`config.mk`:
```
export PLATFORM = sky130hd
export DESIGN_NAME = memwb_pipe_flat
export DESIGN_NICKNAME = d
export VERILOG_FILES = /design/src/rtl/memwb_pkg.sv /design/src/rtl/memwb_pipe_if.sv /design/src/rtl/memwb_pipe_load_extend.sv /design/src/rtl/memwb_pipe.sv /design/src/flat_wrapper.sv
export SDC_FILE = /design/constraint.sdc
export NUM_CORES = 1
export LEC_CHECK = 0
export CAP_MARGIN = 15
export CORE_ASPECT_RATIO = 2
export CORE_MARGIN = 1
export CORE_UTILIZATION = 40
export DETAILED_ROUTE_END_ITERATION = 10
export GPL_TIMING_DRIVEN = 1
export HOLD_SLACK_MARGIN = 0.05
export PLACE_DENSITY = 0.79
export SETUP_SLACK_MARGIN = 0.3
export SLEW_MARGIN = 10
export SYNTH_ARGS = -nofsm -noshare
export SYNTH_HDL_FRONTEND = slang
export SYNTH_SLANG_ARGS = --single-unit
```
`constraint.sdc`:
```
create_clock -name clk -period 1.8 [get_ports clk]
set_input_delay 0.27 -clock clk [delete_from_list [all_inputs] [get_ports clk]]
set_output_delay 0.27 -clock clk [all_outputs]
set_load 0.03 [all_outputs]
```
`src/rtl/memwb_pkg.sv`:
```
// Shared types for the MEM/WB writeback pipeline slice.
package memwb_pkg;

  // Writeback result source select
  typedef enum logic [1:0] {
    WB_ALU  = 2'd0,
    WB_MEM  = 2'd1,
    WB_LINK = 2'd2
  } wb_sel_e;

  // Load access size
  typedef enum logic [1:0] {
    SZ_B = 2'd0,
    SZ_H = 2'd1,
    SZ_W = 2'd2,
    SZ_D = 2'd3
  } mem_size_e;

  // Occupancy of the main + skid storage
  typedef enum logic [1:0] {
    ST_EMPTY = 2'd0,
    ST_ONE   = 2'd1,
    ST_TWO   = 2'd2
  } wb_state_e;

endpackage

```
`src/rtl/memwb_pipe_if.sv`:
```
// Handshake and data bundle between MEM stage, writeback stage and hazard unit.
interface memwb_pipe_if #(
  parameter int DATA_W = 64,
  parameter int ADDR_W = 5,
  parameter int NSRC   = 3
);
  localparam int SEL_W = (NSRC > 1) ? $clog2(NSRC) : 1;

  logic                   in_valid;
  logic                   in_ready;
  logic [NSRC*DATA_W-1:0] in_src;
  logic [SEL_W-1:0]       in_sel;
  logic [1:0]             in_size;
  logic                   in_signed;
  logic [ADDR_W-1:0]      in_aw;
  logic                   in_regwrite;
  logic                   flush;

  logic                   out_valid;
  logic                   out_ready;
  logic [DATA_W-1:0]      out_data;
  logic [ADDR_W-1:0]      out_aw;
  logic                   out_regwrite;

  logic                   fwd_valid;
  logic [ADDR_W-1:0]      fwd_aw;
  logic [DATA_W-1:0]      fwd_data;

  // Upstream/downstream environment side
  modport master (
    output in_valid, in_src, in_sel, in_size, in_signed, in_aw, in_regwrite,
           flush, out_ready,
    input  in_ready, out_valid, out_data, out_aw, out_regwrite,
           fwd_valid, fwd_aw, fwd_data
  );

  // Pipeline register side
  modport slave (
    input  in_valid, in_src, in_sel, in_size, in_signed, in_aw, in_regwrite,
           flush, out_ready,
    output in_ready, out_valid, out_data, out_aw, out_regwrite,
           fwd_valid, fwd_aw, fwd_data
  );

endinterface

```
`src/rtl/memwb_pipe_load_extend.sv`:
```
// Load data narrowing: keeps the low byte/half/word/dword and sign- or
// zero-extends it to the full datapath width.
module load_extend
  import memwb_pkg::*;
#(
  parameter int DATA_W = 64
) (
  input  logic [DATA_W-1:0] data_i,
  input  mem_size_e         size_i,
  input  logic              signed_i,
  output logic [DATA_W-1:0] result_o
);

  // Select the access width and fill the upper bits with the extension bit
  always_comb begin
    result_o = data_i;
    case (size_i)
      SZ_B:    result_o = {{(DATA_W-8){signed_i & data_i[7]}}, data_i[7:0]};
      SZ_H:    result_o = {{(DATA_W-16){signed_i & data_i[15]}}, data_i[15:0]};
      SZ_W:    result_o = {{(DATA_W-32){signed_i & data_i[31]}}, data_i[31:0]};
      SZ_D:    result_o = data_i;
      default: result_o = data_i;
    endcase
  end

endmodule

```
`src/rtl/memwb_pipe.sv`:
```
// MEM/WB pipeline register with a one-entry skid buffer. The writeback
// result is selected and extended before registration; the held bundle is
// presented to the register file and mirrored to the forwarding network.
module memwb_pipe
  import memwb_pkg::*;
#(
  parameter int DATA_W   = 64,
  parameter int ADDR_W   = 5,
  parameter int NSRC     = 3,
  parameter int ZERO_REG = 31
) (
  input logic          clk,
  input logic          reset,
  memwb_pipe_if.slave  bus
);

  wb_state_e         state_q, state_d;
  logic              in_ready_q;
  logic [DATA_W-1:0] main_data_q, skid_data_q;
  logic [ADDR_W-1:0] main_aw_q, skid_aw_q;
  logic              main_rw_q, skid_rw_q;

  logic [DATA_W-1:0] mem_ext;
  logic [DATA_W-1:0] result_d;
  logic              in_fire, out_fire, out_valid;
  logic              load_main, load_skid, main_from_skid;

  load_extend #(.DATA_W(DATA_W)) u_load_extend (
    .data_i   (bus.in_src[int'(WB_MEM)*DATA_W +: DATA_W]),
    .size_i   (mem_size_e'(bus.in_size)),
    .signed_i (bus.in_signed),
    .result_o (mem_ext)
  );

  // Pick the writeback source; unused select codes produce zero
  always_comb begin
    result_d = '0;
    for (int k = 0; k < NSRC; k++) begin
      if (int'(bus.in_sel) == k) result_d = bus.in_src[k*DATA_W +: DATA_W];
    end
    if (int'(bus.in_sel) == int'(WB_MEM)) result_d = mem_ext;
  end

  assign out_valid = (state_q != ST_EMPTY);
  assign in_fire   = bus.in_valid & in_ready_q;
  assign out_fire  = out_valid & bus.out_ready;

  // Occupancy transitions and which storage register loads; flush overrides all
  always_comb begin
    state_d        = state_q;
    load_main      = 1'b0;
    load_skid      = 1'b0;
    main_from_skid = 1'b0;
    case (state_q)
      ST_EMPTY: begin
        if (in_fire) begin
          state_d   = ST_ONE;
          load_main = 1'b1;
        end
      end
      ST_ONE: begin
        if (in_fire && out_fire) begin
          load_main = 1'b1;
        end else if (in_fire) begin
          state_d   = ST_TWO;
          load_skid = 1'b1;
        end else if (out_fire) begin
          state_d = ST_EMPTY;
        end
      end
      ST_TWO: begin
        if (out_fire) begin
          state_d        = ST_ONE;
          main_from_skid = 1'b1;
        end
      end
      default: state_d = ST_EMPTY;
    endcase
    if (bus.flush) state_d = ST_EMPTY;
  end

  // Occupancy state and registered ready (low only while both slots are full)
  always_ff @(posedge clk or negedge reset) begin
    if (!reset) begin
      state_q    <= ST_EMPTY;
      in_ready_q <= 1'b1;
    end else begin
      state_q    <= state_d;
      in_ready_q <= (state_d != ST_TWO);
    end
  end

  // Main and skid bundle storage
  always_ff @(posedge clk or negedge reset) begin
    if (!reset) begin
      main_data_q <= '0;
      main_aw_q   <= '0;
      main_rw_q   <= 1'b0;
      skid_data_q <= '0;
      skid_aw_q   <= '0;
      skid_rw_q   <= 1'b0;
    end else begin
      if (load_main) begin
        main_data_q <= result_d;
        main_aw_q   <= bus.in_aw;
        main_rw_q   <= bus.in_regwrite;
      end else if (main_from_skid) begin
        main_data_q <= skid_data_q;
        main_aw_q   <= skid_aw_q;
        main_rw_q   <= skid_rw_q;
      end
      if (load_skid) begin
        skid_data_q <= result_d;
        skid_aw_q   <= bus.in_aw;
        skid_rw_q   <= bus.in_regwrite;
      end
    end
  end

  assign bus.in_ready     = in_ready_q;
  assign bus.out_valid    = out_valid;
  assign bus.out_data     = main_data_q;
  assign bus.out_aw       = main_aw_q;
  assign bus.out_regwrite = main_rw_q & (main_aw_q != ADDR_W'(ZERO_REG)) & out_valid;
  assign bus.fwd_valid    = bus.out_regwrite;
  assign bus.fwd_aw       = main_aw_q;
  assign bus.fwd_data     = main_data_q;

endmodule

```
`src/flat_wrapper.sv`:
```
// flat-port wrapper written by rule: the top's interface ports become plain ports
module memwb_pipe_flat import memwb_pkg::*;
#(
  parameter int DATA_W   = 64,
  parameter int ADDR_W   = 5,
  parameter int NSRC     = 3,
  parameter int ZERO_REG = 31
)
  (clk, reset, bus_in_valid, bus_in_src, bus_in_sel, bus_in_size, bus_in_signed, bus_in_aw, bus_in_regwrite, bus_flush, bus_out_ready, bus_in_ready, bus_out_valid, bus_out_data, bus_out_aw, bus_out_regwrite, bus_fwd_valid, bus_fwd_aw, bus_fwd_data);
  memwb_pipe_if #(.DATA_W(DATA_W), .ADDR_W(ADDR_W), .NSRC(NSRC)) bus_i ();
  input logic clk;
  input logic reset;
  input wire logic [$bits(bus_i.in_valid)-1:0] bus_in_valid;
  input wire logic [$bits(bus_i.in_src)-1:0] bus_in_src;
  input wire logic [$bits(bus_i.in_sel)-1:0] bus_in_sel;
  input wire logic [$bits(bus_i.in_size)-1:0] bus_in_size;
  input wire logic [$bits(bus_i.in_signed)-1:0] bus_in_signed;
  input wire logic [$bits(bus_i.in_aw)-1:0] bus_in_aw;
  input wire logic [$bits(bus_i.in_regwrite)-1:0] bus_in_regwrite;
  input wire logic [$bits(bus_i.flush)-1:0] bus_flush;
  input wire logic [$bits(bus_i.out_ready)-1:0] bus_out_ready;
  output wire logic [$bits(bus_i.in_ready)-1:0] bus_in_ready;
  output wire logic [$bits(bus_i.out_valid)-1:0] bus_out_valid;
  output wire logic [$bits(bus_i.out_data)-1:0] bus_out_data;
  output wire logic [$bits(bus_i.out_aw)-1:0] bus_out_aw;
  output wire logic [$bits(bus_i.out_regwrite)-1:0] bus_out_regwrite;
  output wire logic [$bits(bus_i.fwd_valid)-1:0] bus_fwd_valid;
  output wire logic [$bits(bus_i.fwd_aw)-1:0] bus_fwd_aw;
  output wire logic [$bits(bus_i.fwd_data)-1:0] bus_fwd_data;
  assign bus_i.in_valid = bus_in_valid;
  assign bus_i.in_src = bus_in_src;
  assign bus_i.in_sel = bus_in_sel;
  assign bus_i.in_size = bus_in_size;
  assign bus_i.in_signed = bus_in_signed;
  assign bus_i.in_aw = bus_in_aw;
  assign bus_i.in_regwrite = bus_in_regwrite;
  assign bus_i.flush = bus_flush;
  assign bus_i.out_ready = bus_out_ready;
  assign bus_in_ready = bus_i.in_ready;
  assign bus_out_valid = bus_i.out_valid;
  assign bus_out_data = bus_i.out_data;
  assign bus_out_aw = bus_i.out_aw;
  assign bus_out_regwrite = bus_i.out_regwrite;
  assign bus_fwd_valid = bus_i.fwd_valid;
  assign bus_fwd_aw = bus_i.fwd_aw;
  assign bus_fwd_data = bus_i.fwd_data;
  memwb_pipe #(.DATA_W(DATA_W), .ADDR_W(ADDR_W), .NSRC(NSRC), .ZERO_REG(ZERO_REG)) u_core (.clk(clk), .reset(reset), .bus(bus_i));
endmodule
```
==> flow_results.org <==
** Layout
- Fraction of final layout cells with drive strength greater than 1 :: 0.321
- The net count of the finished layout is roughly 1500.
- Growth of design area from synthesis to finish :: 69.2%
- Final Util :: 0.694
- The finished cells cover around 14000 um2.
- Once layout is complete, the cells apart from fillers number 1572.

** Clock tree
- Clock latency on the worst-skew pair, taken at its later pin, is about 0.42 ns.
- The tree is rooted in a sky130_fd_sc_hd__clkbuf_16.
- The H-tree was split into 4 levels.
- CTS tree :: yes
- Number of clock sinks :: approximately 140
- Number of buffers on the longest clock path :: 2
- Clock-pin slew on the worst setup and hold paths :: approximately 0.07 ns
- The number of clock buffers added by TritonCTS is 17.

** Place
- Post-DP Area :: 12200 um2
- Total placed cells including tap cells :: roughly 1500
- The HPWL after detailed placement is ~21000 um.
- Placer Congestion :: approximately 0.86
- In this run the tool buffered the top-level ports with 349 buffer cells.
- At the placement stage, the worst setup path has a slack of -0.241 ns.

** Synthesis
- Instance count of the mapped netlist :: around 950
- Top FF cell, synth :: sky130_fd_sc_hd__dfrtp_1
- Post-Synthesis Cell Area :: 8400 um2
- After synthesis, the share of flip-flops with an asynchronous set or reset is 1.00.
- Post-synthesis mux area share :: 0.0927
- The synthesized-area fraction occupied by ao, oa, aoi and oai cells is 0.194.
- Synthesized area per cell :: approximately 8.9 um2
- Largest family of logic cells by synthesized area :: compound AO/OA/AOI/OAI gates
- Of the total synthesized cell area, the portion taken by XOR and XNOR cells is 0.
- Post-Synthesis Net Count :: roughly 1200
- Count of cell types in the netlist :: 49
- Of the total synthesized cell area, the portion taken by full adders, half adders and majority gates is 0.
- Count of state elements after synthesis :: about 140
- Number of enable flip-flop cells after synthesis :: 0
- Of the synthesized area, sequential elements account for 0.426.
- Number of warnings issued by yosys :: 0
- Of the total synthesized cell area, the portion taken by AND, OR, NAND and NOR gates is 0.179.

** Critical path
- FF-to-FF path depth :: 7
- Critical path required time :: between 2 and 2.5 ns
- STA classifies the critical path startpoint as a register.
- In this run the worst path has a maximum fanout of 10.
- CP Class :: register to register
- STA puts the critical path data arrival time at 2.04 ns.
- Worst reg2reg path startpoint :: u_core.state_q[0]
- Type of destination of the critical path :: register
- Worst Setup EP :: u_core.bus.fwd_data[49]
- Tracing the worst setup path back leads to its startpoint at u_core.state_q[0].
- The endpoint identified for the worst register-to-register timing path is u_core.bus.fwd_data[49].
- The setup check on the worst reg-to-reg path leaves a slack of between 0.09 and 0.1 ns.

** Die
- From left edge to right edge, the die measures 104 um.
- The floorplan has 74 rows.
- The die covers about 22000 um2.
- Io pins :: 350
- The floorplan step set the die height to between 200 and 250 um.
- The region available for standard cell placement spans 20500 um2.
- The initial utilization of the core area, before any placement, comes to 0.410.

** Routing
- Overall via count from detail_route :: between 8000 and 9000
- Post-route antenna net violation count :: 0
- The final layout contains routed wiring with a total length of about 33000 um.
- Length of the first detailed-routing pass in iterations :: 5
- Wire length per cell after detailed routing :: approximately 21 um
- Count of unresolved DRC violations after routing :: 0
- Average vias per placed instance :: approximately 5.5
- In this run, the number of DRC markers left after iteration 0 of detailed routing was between 300 and 400.

** STA
- After layout, the minimum clock period comes to 1.71 ns.
- Static timing analysis puts the maximum clock frequency at a little under 0.6 GHz.
- Setup-failing EPs final :: 0
- Total negative setup slack :: 0 ns
- Setup repair after global routing could not meet its margin everywhere.
- On the final layout, the worst clock skew is between 0.015 and 0.02 ns.
- The number of failing hold endpoints at the final stage is 0.
- At the pin with the least slew margin, the transition time is a little over 0.5 ns.
- Worst slew margin relative to its limit :: 0.663
- Slew Viols, Final :: 0
- Hold slack :: roughly 0.37 ns
- Part of the cycle the worst path needs :: 0.949
- Setup slack closes at around 0.09 ns.

** Global route
- The via count of the first global-routing pass is between 8000 and 9000.
- Largest net degree at the start of global routing :: 56
- The number of antenna violations at the first check in global routing came to 2.
- Global routing finished with a remaining overflow of 0.
- In the global route stage, overall resource usage came out at 0.271.
- Global-route wire length before repair :: ~45000 um

** Power
- LEAKAGE :: ~6.5 nW
- Power comes to ~13 mW.
- The worst-case IR drop observed on VDD is 555 uV.
- For this design the ratio of total power to cell area is approximately 940 nW/um2.

** Flow run
- Max-cap violations in this run came to 0.

** Min path
- The worst hold path belongs to the class primary input to asynchronous set/reset pin.

** Run status
- The run finished with clean final reports.
## sequential cells by signal (all words and copies together), names as in the netlist
| register | count |
|---|---|
| u_core.skid_data_q | 64 |
| u_core.main_rw_q | 1 |
| u_core.bus.fwd_aw | 5 |
| u_core.skid_aw_q | 5 |
| u_core.bus.in_ready | 1 |
| u_core.skid_rw_q | 1 |
| u_core.bus.fwd_data | 64 |
| u_core.state_q | 2 |
## final cells by class
type / instances / area (um2)
flip-flops and latches: 143 / 3580
repair buffers: 471 / 5050
clock inverters: 12 / 185
well taps: 266 / 333
clock buffers: 20 / 437
inverters: 8 / 30.0
fillers: 1518 / 6260
diodes: 2 / 5.00
multi-input cells: 650 / 4570
## cells in the final DEF, fill, tap and decap left out, types with 18 or more instances in the layout
cell                              instances
sky130_fd_sc_hd__clkbuf_16               30
sky130_fd_sc_hd__nand3_1                 18
sky130_fd_sc_hd__o21ai_1                 37
sky130_fd_sc_hd__nand2_4                 20
sky130_fd_sc_hd__dfrtp_1                138
sky130_fd_sc_hd__mux2i_1                 65
sky130_fd_sc_hd__o21ai_0                 27
sky130_fd_sc_hd__nor2_1                  60
sky130_fd_sc_hd__buf_6                   23
sky130_fd_sc_hd__nand2_2                 30
sky130_fd_sc_hd__and3_1                  26
sky130_fd_sc_hd__dlygate4sd2_1           29
sky130_fd_sc_hd__clkdlybuf4s15_2         39
sky130_fd_sc_hd__clkbuf_2                31
sky130_fd_sc_hd__a21oi_1                 47
sky130_fd_sc_hd__buf_12                  26
sky130_fd_sc_hd__clkdlybuf4s50_1        200
sky130_fd_sc_hd__nand2_1                138
sky130_fd_sc_hd__clkdlybuf4s15_1         37
sky130_fd_sc_hd__buf_4                   50
sky130_fd_sc_hd__a211oi_2                18
## cell usage after synthesis, types with 2 or more instances
master | instances | share of area
sky130_fd_sc_hd__nand3_1 | 22 | 0.013
sky130_fd_sc_hd__dfrtp_1 | 142 | 0.42
sky130_fd_sc_hd__a221oi_2 | 6 | 0.011
sky130_fd_sc_hd__o21ai_1 | 51 | 0.030
sky130_fd_sc_hd__and3_1 | 43 | 0.032
sky130_fd_sc_hd__a21o_1 | 10 | 0.0089
sky130_fd_sc_hd__clkbuf_1 | 39 | 0.017
sky130_fd_sc_hd__a22oi_1 | 15 | 0.013
sky130_fd_sc_hd__o22ai_1 | 4 | 0.0030
sky130_fd_sc_hd__inv_1 | 8 | 0.0036
sky130_fd_sc_hd__o211ai_2 | 9 | 0.013
sky130_fd_sc_hd__nand2b_1 | 3 | 0.0022
sky130_fd_sc_hd__mux2i_1 | 65 | 0.077
sky130_fd_sc_hd__nand2_1 | 187 | 0.084
sky130_fd_sc_hd__nor2_1 | 60 | 0.027
sky130_fd_sc_hd__a211oi_2 | 20 | 0.030
sky130_fd_sc_hd__buf_4 | 77 | 0.069
sky130_fd_sc_hd__and3b_1 | 2 | 0.0021
sky130_fd_sc_hd__o21ai_0 | 28 | 0.017
sky130_fd_sc_hd__a22o_1 | 10 | 0.010
sky130_fd_sc_hd__nor3_1 | 5 | 0.0030
sky130_fd_sc_hd__a21oi_1 | 64 | 0.038
sky130_fd_sc_hd__buf_6 | 2 | 0.0027
sky130_fd_sc_hd__a211oi_1 | 5 | 0.0045
sky130_fd_sc_hd__buf_1 | 4 | 0.0018
sky130_fd_sc_hd__or3_1 | 3 | 0.0022
sky130_fd_sc_hd__nor3_2 | 2 | 0.0024
sky130_fd_sc_hd__buf_2 | 23 | 0.014
sky130_fd_sc_hd__nor2b_1 | 3 | 0.0022
sky130_fd_sc_hd__mux2_2 | 10 | 0.013
sky130_fd_sc_hd__a31oi_1 | 7 | 0.0052
## cell families (layout without fill, tap and decap cells)
family                 after synthesis  after routing
buffers and inverters              154            511
flip-flops                         143            143
AND/OR/NAND/NOR                    338            338
multiplexers                        76             76
other                                0              2
AO/OA/AOI/OAI                      236            236
## per-layer routing
metal  GRT usage  vias to the layer above  share of wire
met4       0.135                        0          0.043
met3      0.0471                       89          0.057
met1       0.287                     4247           0.35
met2       0.513                      439           0.55
li1            -                     3904              -
met5           0                        -              0
## critical path, stage by stage, from the launching register on
cell and delay, ns:
sky130_fd_sc_hd__dfrtp_2 0.41, sky130_fd_sc_hd__buf_6 0.12, sky130_fd_sc_hd__and3b_4 0.34, sky130_fd_sc_hd__buf_12 0.18, sky130_fd_sc_hd__clkbuf_16 0.18, sky130_fd_sc_hd__nand2_1 0.05, sky130_fd_sc_hd__and3_1 0.16, sky130_fd_sc_hd__a21oi_1 0.16
## power breakdown
group | internal [mW] | switching [mW]
clock network | 2.34 | 1.45
registers | 3.92 | 0.670
logic | 2.22 | 2.67
total | 8.49 | 4.79
## how the worst min path moves through the flow
| stage | startpoint | endpoint | slack, ns | depth (start not counted) |
|---|---|---|---|---|
| floorplan | reset | u_core.bus.fwd_aw[0] | -0.03 | 0 |
| global placement | reset | u_core.bus.fwd_data[0] | 0.24 | 1 |
| detailed placement | reset | u_core.bus.fwd_data[0] | 0.25 | 1 |
| CTS | bus_in_sel[0] | u_core.bus.fwd_data[31] | 0.36 | 3 |
| global route | bus_in_sel[0] | u_core.bus.fwd_data[31] | 0.40 | 3 |
| finish | reset | u_core.bus.fwd_data[0] | 0.37 | 2 |
## what timing repair did
item                                   4_1_cts  5_1_grt
pin swaps                                    7       53
resized for setup                          329      226
setup endpoints to repair                  278      215
gates cloned                                 5       16
hold buffers                                 1        0
endpoints found under the hold margin       42        0
buffers inserted                            15       18
No activity file was read; power rests on OpenSTA's default activity.
